==> src/rtl/alu_ctrl_pkg.sv <==
// alu_ctrl_pkg: ALUCtrl op codes shared with the ALU control decoder, and the exec FSM state encoding
package alu_ctrl_pkg;
    localparam int CTRL_W = 4;
    localparam logic [CTRL_W-1:0] ALU_AND  = 4'b0000;
    localparam logic [CTRL_W-1:0] ALU_OR   = 4'b0001;
    localparam logic [CTRL_W-1:0] ALU_ADD  = 4'b0010;
    localparam logic [CTRL_W-1:0] ALU_DIV  = 4'b0011;
    localparam logic [CTRL_W-1:0] ALU_SLL  = 4'b0101;
    localparam logic [CTRL_W-1:0] ALU_SUB  = 4'b0110;
    localparam logic [CTRL_W-1:0] ALU_SLT  = 4'b0111;
    localparam logic [CTRL_W-1:0] ALU_SRL  = 4'b1000;
    localparam logic [CTRL_W-1:0] ALU_NOT  = 4'b1001;
    localparam logic [CTRL_W-1:0] ALU_MULT = 4'b1111;
    typedef enum logic [1:0] {S_IDLE, S_MUL, S_DIV, S_DONE} state_t;
endpackage

==> src/rtl/alu_muldiv_iter.sv <==
// alu_muldiv_iter: iterative unsigned shift-add multiplier / restoring divider, one bit per cycle;
//   go/is_div/a/b launch an op, step_done flags the final step, hi/lo carry that step's result
//   (mult: product high/low, div: remainder/quotient) so the caller can register it on the same edge
module alu_muldiv_iter #(
    parameter int WIDTH = 32
) (
    input  logic             clk,
    input  logic             reset,
    input  logic             go,
    input  logic             is_div,
    input  logic [WIDTH-1:0] a,
    input  logic [WIDTH-1:0] b,
    output logic             step_done,
    output logic [WIDTH-1:0] hi,
    output logic [WIDTH-1:0] lo
);
    localparam int CW = $clog2(WIDTH);
    logic run, div_r;
    logic [CW-1:0] cnt;
    logic [WIDTH-1:0] acc, sh, op;
    logic [WIDTH:0] sum, trial;
    // acc is the product high word / partial remainder; sh is the multiplier / dividend-quotient shifter
    always_comb begin
        sum = {1'b0, acc} + (sh[0] ? {1'b0, op} : '0);
        trial = {acc, sh[WIDTH-1]} - {1'b0, op};
        hi = div_r ? (trial[WIDTH] ? {acc[WIDTH-2:0], sh[WIDTH-1]} : trial[WIDTH-1:0]) : sum[WIDTH:1];
        lo = div_r ? {sh[WIDTH-2:0], ~trial[WIDTH]} : {sum[0], sh[WIDTH-1:1]};
        step_done = run && cnt == '0;
    end
    always_ff @(posedge clk or posedge reset) begin
        if (reset) begin
            run <= 1'b0;
            div_r <= 1'b0;
            cnt <= '0;
            acc <= '0;
            sh <= '0;
            op <= '0;
        end else if (go) begin
            run <= 1'b1;
            div_r <= is_div;
            cnt <= CW'(WIDTH - 1);
            acc <= '0;
            sh <= is_div ? a : b;
            op <= is_div ? b : a;
        end else if (run) begin
            acc <= hi;
            sh <= lo;
            cnt <= cnt - 1'b1;
            run <= cnt != '0;
        end
    end
endmodule

==> src/rtl/alu_exec_unit.sv <==
// alu_exec_unit: execute-stage ALU with single-cycle ops and iterative mult/div behind start/busy/done;
//   in: clk, reset, start, alu_ctrl, a, b, shamt; out: result, zero, hi, lo, busy, done
module alu_exec_unit
    import alu_ctrl_pkg::*;
#(
    parameter int WIDTH  = 32,
    parameter int CTRL_W = alu_ctrl_pkg::CTRL_W
) (
    input  logic              clk,
    input  logic              reset,
    input  logic              start,
    input  logic [CTRL_W-1:0] alu_ctrl,
    input  logic [WIDTH-1:0]  a,
    input  logic [WIDTH-1:0]  b,
    input  logic [4:0]        shamt,
    output logic [WIDTH-1:0]  result,
    output logic              zero,
    output logic [WIDTH-1:0]  hi,
    output logic [WIDTH-1:0]  lo,
    output logic              busy,
    output logic              done
);
    state_t state, nxt;
    logic [WIDTH-1:0] alu_out, md_hi, md_lo;
    logic accept, is_mul, is_div, div_zero, go, step_done;
    assign accept = state == S_IDLE && start;
    assign is_mul = alu_ctrl == ALU_MULT;
    assign is_div = alu_ctrl == ALU_DIV;
    assign div_zero = is_div && b == '0;
    assign go = accept && (is_mul || (is_div && !div_zero));
    alu_muldiv_iter #(.WIDTH(WIDTH)) u_md (
        .clk(clk), .reset(reset), .go(go), .is_div(is_div), .a(a), .b(b),
        .step_done(step_done), .hi(md_hi), .lo(md_lo)
    );
    always_comb begin
        alu_out = alu_ctrl == ALU_ADD ? a + b :
                  alu_ctrl == ALU_SUB ? a - b :
                  alu_ctrl == ALU_AND ? a & b :
                  alu_ctrl == ALU_OR  ? a | b :
                  alu_ctrl == ALU_SLT ? {{(WIDTH-1){1'b0}}, $signed(a) < $signed(b)} :
                  alu_ctrl == ALU_SLL ? b << shamt :
                  alu_ctrl == ALU_SRL ? b >> shamt :
                  alu_ctrl == ALU_NOT ? ~a : '0;
    end
    always_ff @(posedge clk or posedge reset) begin
        if (reset) state <= S_IDLE;
        else state <= nxt;
    end
    // divide-by-zero and single-cycle ops skip the iterative states
    always_comb begin
        nxt = state == S_IDLE ? (!start ? S_IDLE : is_mul ? S_MUL : go ? S_DIV : S_DONE) :
              state == S_DONE ? S_IDLE :
              step_done ? S_DONE : state;
    end
    always_comb begin
        busy = state != S_IDLE;
        done = state == S_DONE;
    end
    always_ff @(posedge clk or posedge reset) begin
        if (reset) begin
            result <= '0;
            zero <= 1'b1;
            hi <= '0;
            lo <= '0;
        end else if (accept && !go) begin
            result <= div_zero ? '1 : alu_out;
            zero <= div_zero ? 1'b0 : alu_out == '0;
            if (div_zero) begin
                hi <= a;
                lo <= '1;
            end
        end else if ((state == S_MUL || state == S_DIV) && step_done) begin
            result <= md_lo;
            zero <= md_lo == '0;
            hi <= md_hi;
            lo <= md_lo;
        end
    end
endmodule

==> config.mk <==
export PLATFORM = sky130hd
export DESIGN_NAME = alu_exec_unit
export DESIGN_NICKNAME = d
export VERILOG_FILES = /design/src/rtl/alu_ctrl_pkg.sv /design/src/rtl/alu_muldiv_iter.sv /design/src/rtl/alu_exec_unit.sv
export SDC_FILE = /design/constraint.sdc
export NUM_CORES = 1
export LEC_CHECK = 0
export ABC_AREA = 1
export CAP_MARGIN = 20
export CORE_MARGIN = 5
export CORE_UTILIZATION = 47
export DETAILED_ROUTE_END_ITERATION = 7
export PLACE_DENSITY = 0.69
export SYNTH_ARGS = -nofsm -noshare
export SYNTH_HDL_FRONTEND = slang
export SYNTH_HIERARCHICAL = 1
export SYNTH_SLANG_ARGS = --single-unit
==> constraint.sdc <==
create_clock -name clk -period 3.5 [get_ports clk]
set_input_delay 0.875 -clock clk [delete_from_list [all_inputs] [get_ports clk]]
set_output_delay 0.875 -clock clk [all_outputs]
set_load 0.01 [all_outputs]
# Word level (Yosys, flattened, before mapping)
# Cells that the tools add are included.
[word_totals]
ff_bits = 202
wordCells = 98
input_bits = 76
out_inout_bits = 99
[classes]
n_eq_ne = 13
n_reduce_logical = 23
magnitude_cmp = 1
muxes = 39
n_shift = 2
addsub = 5
n_bitwise = 4
[op_table]
columns = ["op", "n"]
rows = [
  ["$mux W32", 26],
  ["$logic_not A32 Y1", 3],
  ["$add A32 B33 Y33", 1],
  ["$sub A33 B32 Y33", 1],
  ["$add A32 B32 Y32", 1],
  ["$and A32 B32 Y32", 1],
  ["$lt A32 B32 Y1", 1],
  ["$not A32 Y32", 1],
  ["$or A32 B32 Y32", 1],
  ["$shl A32 B5 Y32", 1],
  ["$shr A32 B5 Y32", 1],
  ["$sub A32 B32 Y32", 1],
  ["$eq A4 B3 Y1 const B", 3],
  ["$eq A4 B4 Y1 const B", 3],
  ["$mux W2", 5],
  ["$mux W5", 2],
  ["$eq A4 B2 Y1 const B", 2],
  ["$logic_and A1 B1 Y1", 7],
  ["$mux W1", 6],
  ["$reduce_bool A2 Y1", 3],
  ["$logic_not A5 Y1", 1],
  ["$reduce_bool A5 Y1", 1],
  ["$sub A5 B1 Y5 const B", 1],
  ["$eq A2 B2 Y1 const B", 2],
  ["other kinds (10)", 12],
]

# Logic depth before layout (Yosys ltp)
[logic_depth]
ltp_word = 12
depth_mapped = 22
mapped_depth_nobuf = 21

# Modules after synthesis
# Netlist, hierarchy kept.
[modules_own_cells]
columns = ["module", "n_inst", "seq_area_each_um2", "area_per_inst_um2", "cells_per_inst"]
rows = [
  ["alu_exec_unit", 1, 2478.6, 14177.3, 2477],
  ["alu_muldiv_iter", 1, 2577.5, 10874.2, 1799],
]

# Worst setup path after synthesis
# No wires, ideal clock.
[synth_path]
kind = "in2reg"
from = "input a[0]"
to = "register zero"
slack_ps = 494
required_ps = 3427
path_stages = 20
arrival_time_ps = 2933
setup_ps = 73
n_path_buf = 0
path_cell_list = "inv_1 ha_1 fa_1 inv_1 nand2_1 o21ai_2 nand2_1 nand2_1 nand2_1 nand2_1 nand2_1 nand2_1 nand2_1 nand3_1 nand3_1 nor2_1 nand2_1 nor3_2 nand3_1 a21oi_1"
[synth_via]
elab_chain_len = 12
elab_cells_between_ends = 17
classes_between = "add/sub: 2; order compare: 1; mux: 10; bitwise: 3; reduce/logical: 1"
[synth_rtl]
columns = ["item", "line_no", "source"]
rows = [
  ["start, declared", "alu_exec_unit.sv:13", "input logic [WIDTH-1:0] a,"],
  ["branches (longest 8 deep; another with $lt A32 B32 Y1)", "n/a", ""],
  ["$mux W32 *", "alu_exec_unit.sv:36", "alu_out = alu_ctrl == ALU_ADD ? a + b :"],
  ["$logic_not A32 Y1 *", "alu_exec_unit.sv:67", "zero <= div_zero ? 1'b0 : alu_out == '0;"],
  ["$mux W1 *", "alu_exec_unit.sv:67", ""],
  ["$mux W1 *", "alu_exec_unit.sv:65", "end else if (accept && !go) begin"],
  ["end signal, assigned", "alu_exec_unit.sv:62", "zero <= 1'b1;"],
  ["end signal, assigned", "alu_exec_unit.sv:67", ""],
  ["end signal, assigned", "alu_exec_unit.sv:74", "zero <= md_lo == '0;"],
  ["end, declared", "alu_exec_unit.sv:17", "output logic zero,"],
]
# Every way passes the cells marked *.
# A chain may end at the register's enable or synchronous reset.

# Worst setup path after layout
[layout_path]
from = "input a[16]"
to = "register zero"
# Same word-level chain as after synthesis.

==> results.json <==
{
  "status": "finished, final reports clean",
  "clkTransAtPathRegs_ns": 0.08,
  "netlist.area_leader.share_pct": 20.1,
  "crit_type": "input port to flip-flop",
  "place.gp.congestion": 1.11,
  "area_delta_synth_final_pct": 30.9,
  "crit_fanout": 5,
  "powerDensity_nw_per_um2": 707,
  "cts_tree": "done",
  "setup_slack_ns": 0.0338,
  "crit_path_start_kind": "input port",
  "async_flop_share_pct": 100,
  "final_layout_size_suffix_gt1_share_pct": 17.9,
  "grt_pass1_vias": 29900,
  "crit_path_end_kind": "flip-flop",
  "core_sq_um": 52700,
  "num_io_pins": 175,
  "cts.sinks": 202,
  "routed_wirelength_um": 127000,
  "synth_nets": 4520,
  "vias": 32500,
  "drc": 0,
  "reg2reg_from": "u_md/acc[0]",
  "setup_violations": 0,
  "cts_buffers": 23,
  "tightest_slew_ns": 0.765,
  "synth-edff-count": 0,
  "mostFrequentLayoutCell": "nand2_1",
  "clock_latency_ns": 0.56,
  "drtPass1Iterations": 7,
  "cap_viol_max_count": 0,
  "synth.area.top_cells": "dfrtp_1, nand2_1, nand3_1",
  "period_needed_ns": 3.47,
  "initial_core_util_pct": 47.6,
  "die_area_sq_um": 58000,
  "routed_via_density": 5.82,
  "p_leak_nw": 17.4,
  "rrSetupSlack_ns": 0.17,
  "die_y_um": 241,
  "wl_per_cell_um": 22.7,
  "grt_pass1_wl_um": 184000,
  "syn_area_sq_um": 25100,
  "r2r-end": "hi[21]",
  "clockBufferDepth": 3,
  "grt_max_degree": 104,
  "fin_nets": 5113,
  "hp-class": "flip-flop to flip-flop",
  "worstSetupStartpoint": "a[16]",
  "std_cell_rows": 84,
  "n_fill_cell": 5234,
  "reg2reg_depth": 14,
  "ctsHtreeMaxLevel": 1,
  "max-vdd-ir-drop_mv": 0.451,
  "place_ws_ns": -0.985,
  "cts_root_buffer": "clkbuf_16",
  "fmax_ghz": 0.288,
  "yosysTopAreaCell": "dfrtp_1",
  "drt_iter0_markers": 4272,
  "dpl.hpwl_um": 103000,
  "endpoint": "zero",
  "track_usage_pct": 41.9,
  "drtAntennaViolNets": 0,
  "die_w_um": 241,
  "synth_flop_cell": "dfrtp_1",
  "avgSynthCellArea_sq_um": 5.86,
  "fin_tns_setup_ns": 0,
  "synth_warnings": 6,
  "timing.slew.headroom_pct": 48.4,
  "yosysSeqAreaShare_pct": 20.2,
  "critPathArrivalTime_ns": 3.97,
  "drv_slew": 0,
  "finalCritPeriodShare_pct": 99.0,
  "hold_viol": 0,
  "finClkSkew_ns": 0.0336,
  "synth_cells": 4276,
  "grt-ovfl-total": 0,
  "placement.io_buffers": 174,
  "worstPathRequired_ns": 4.00,
  "antenna_found_initial": 5,
  "final_cell_mix": "nand2_1, inv_1, buf_4",
  "rsz0062_at_grt": "true",
  "synth_cell_types": 56,
  "cts_hold_buf": 0,
  "ys_ff_latch": 202
}
-- state kept, by name, summed over array words and instances, names as in the netlist, 2 cells and up --
| register | cells |
|---|---|
| u_md/cnt | 5 |
| result | 32 |
| u_md/sh | 32 |
| u_md/op | 32 |
| lo | 32 |
| hi | 32 |
| state | 2 |
| u_md/acc | 32 |
-- power by group --
group / switching [mW] / internal (mW) / leakage (nW)
Combinational: 10.1 / 6.04 / 14.5
Clock: 1.07 / 1.67 / 0.411
Sequential: 0.917 / 3.42 / 2.49
Total: 12.0 / 11.1 / 17.4
-- logic make-up after synthesis --
| kind of cell | Yosys count | synth area share (%) |
|---|---|---|
| fa+ha+maj | 168 | 8.51 |
| mux | 29 | 1.30 |
| buf+inv | 741 | 11.9 |
| simple gates | 2501 | 43.4 |
| xor+xnor | 26 | 0.909 |
| flops | 202 | 20.2 |
| compound gates | 609 | 13.7 |
-- worst max-delay path, cell delays in order --
cell and delay, ns:
clkdlybuf4s50_1 0.55, buf_4 0.21, ha_1 0.16, inv_1 0.07, buf_4 0.13, o21bai_1 0.37, inv_1 0.09, nand2_1 0.13
a21oi_2 0.08, nor2_1 0.11, nor2_1 0.07, nand2_1 0.06, nand2_1 0.06, nand3_2 0.06, nand2_2 0.07, nor2_4 0.18
nand2_2 0.08, nor2_4 0.13, nand3_1 0.09, nor2_1 0.15, nand3_1 0.11, a21oi_1 0.15
-- layout make-up --
| class | instances | area [sq um] | area share (%) |
|---|---|---|---|
| Antenna cell | 4 | 10.0 | 0.0305 |
| Clock buffer | 33 | 653 | 1.99 |
| Clock inverter | 9 | 185 | 0.565 |
| Inverter | 563 | 2120 | 6.46 |
| Multi-Input combinational cell | 3333 | 17400 | 53.2 |
| Sequential cell | 202 | 5060 | 15.4 |
| Tap cell | 688 | 861 | 2.63 |
| Timing Repair Buffer | 746 | 6460 | 19.7 |
-- through the flow --
step / total power, mW / util [%] / hold WS, ns / area [sq um] / std cells
detailed placement: 19.9 / 59.6 / 0.468 / 31400 / 5519
finish: 23.2 / 62.3 / 0.486 / 32800 / 5578
global route: 24.8 / 62.2 / 0.516 / 32800 / 5574
floorplan: 14.0 / - / 0.473 / 25100 / 4276
global placement: 19.7 / 59.6 / 0.466 / 31400 / 5519
CTS: 22.7 / 61.4 / 0.489 / 32300 / 5566
-- how the worst min path moves through the flow --
stage	startpoint	endpoint	slack [ns]	depth (start not counted)
6_report	result[21]	result[21]	0.49	2
5_1_grt	result[16]	result[16]	0.52	2
4_1_cts	result[26]	result[26]	0.49	2
3_5_place_dp	result[26]	result[26]	0.47	2
3_3_place_gp	result[26]	result[26]	0.47	2
2_1_floorplan	u_md/cnt[4]	u_md/cnt[4]	0.47	2
-- metal layers --
metal  vias up  wire (um)  part of all wire [%]  GRT usage, %
met2      2045      53100                    42          63.0
li1      15100          -                     -             -
met5         -         23                 0.018             0
met3       484      14000                    11          9.11
met1     14900      49200                    39          54.7
met4         4      10500                   8.3          26.7
-- Yosys cell counts (32+ instances only) --
| cell type | count |
|---|---|
| nand4_1 | 60 |
| buf_2 | 53 |
| a31oi_1 | 37 |
| or2_2 | 47 |
| dfrtp_1 | 201 |
| nand3_1 | 522 |
| nand2_2 | 32 |
| nor2_1 | 380 |
| ha_1 | 164 |
| nor3_1 | 33 |
| and2_1 | 37 |
| nand2_1 | 1312 |
| o21ai_0 | 236 |
| a21oi_1 | 201 |
| clkbuf_1 | 90 |
| inv_1 | 547 |
-- repair_timing --
| action | 4_1_cts | 5_1_grt |
|---|---|---|
| endpoints found under the setup margin | 3 | 19 |
| resized for setup | 25 | 108 |
| buffers inserted | 5 | 8 |
| pin swaps | 7 | 29 |
Note: power is estimated with default switching activity, not from simulation.
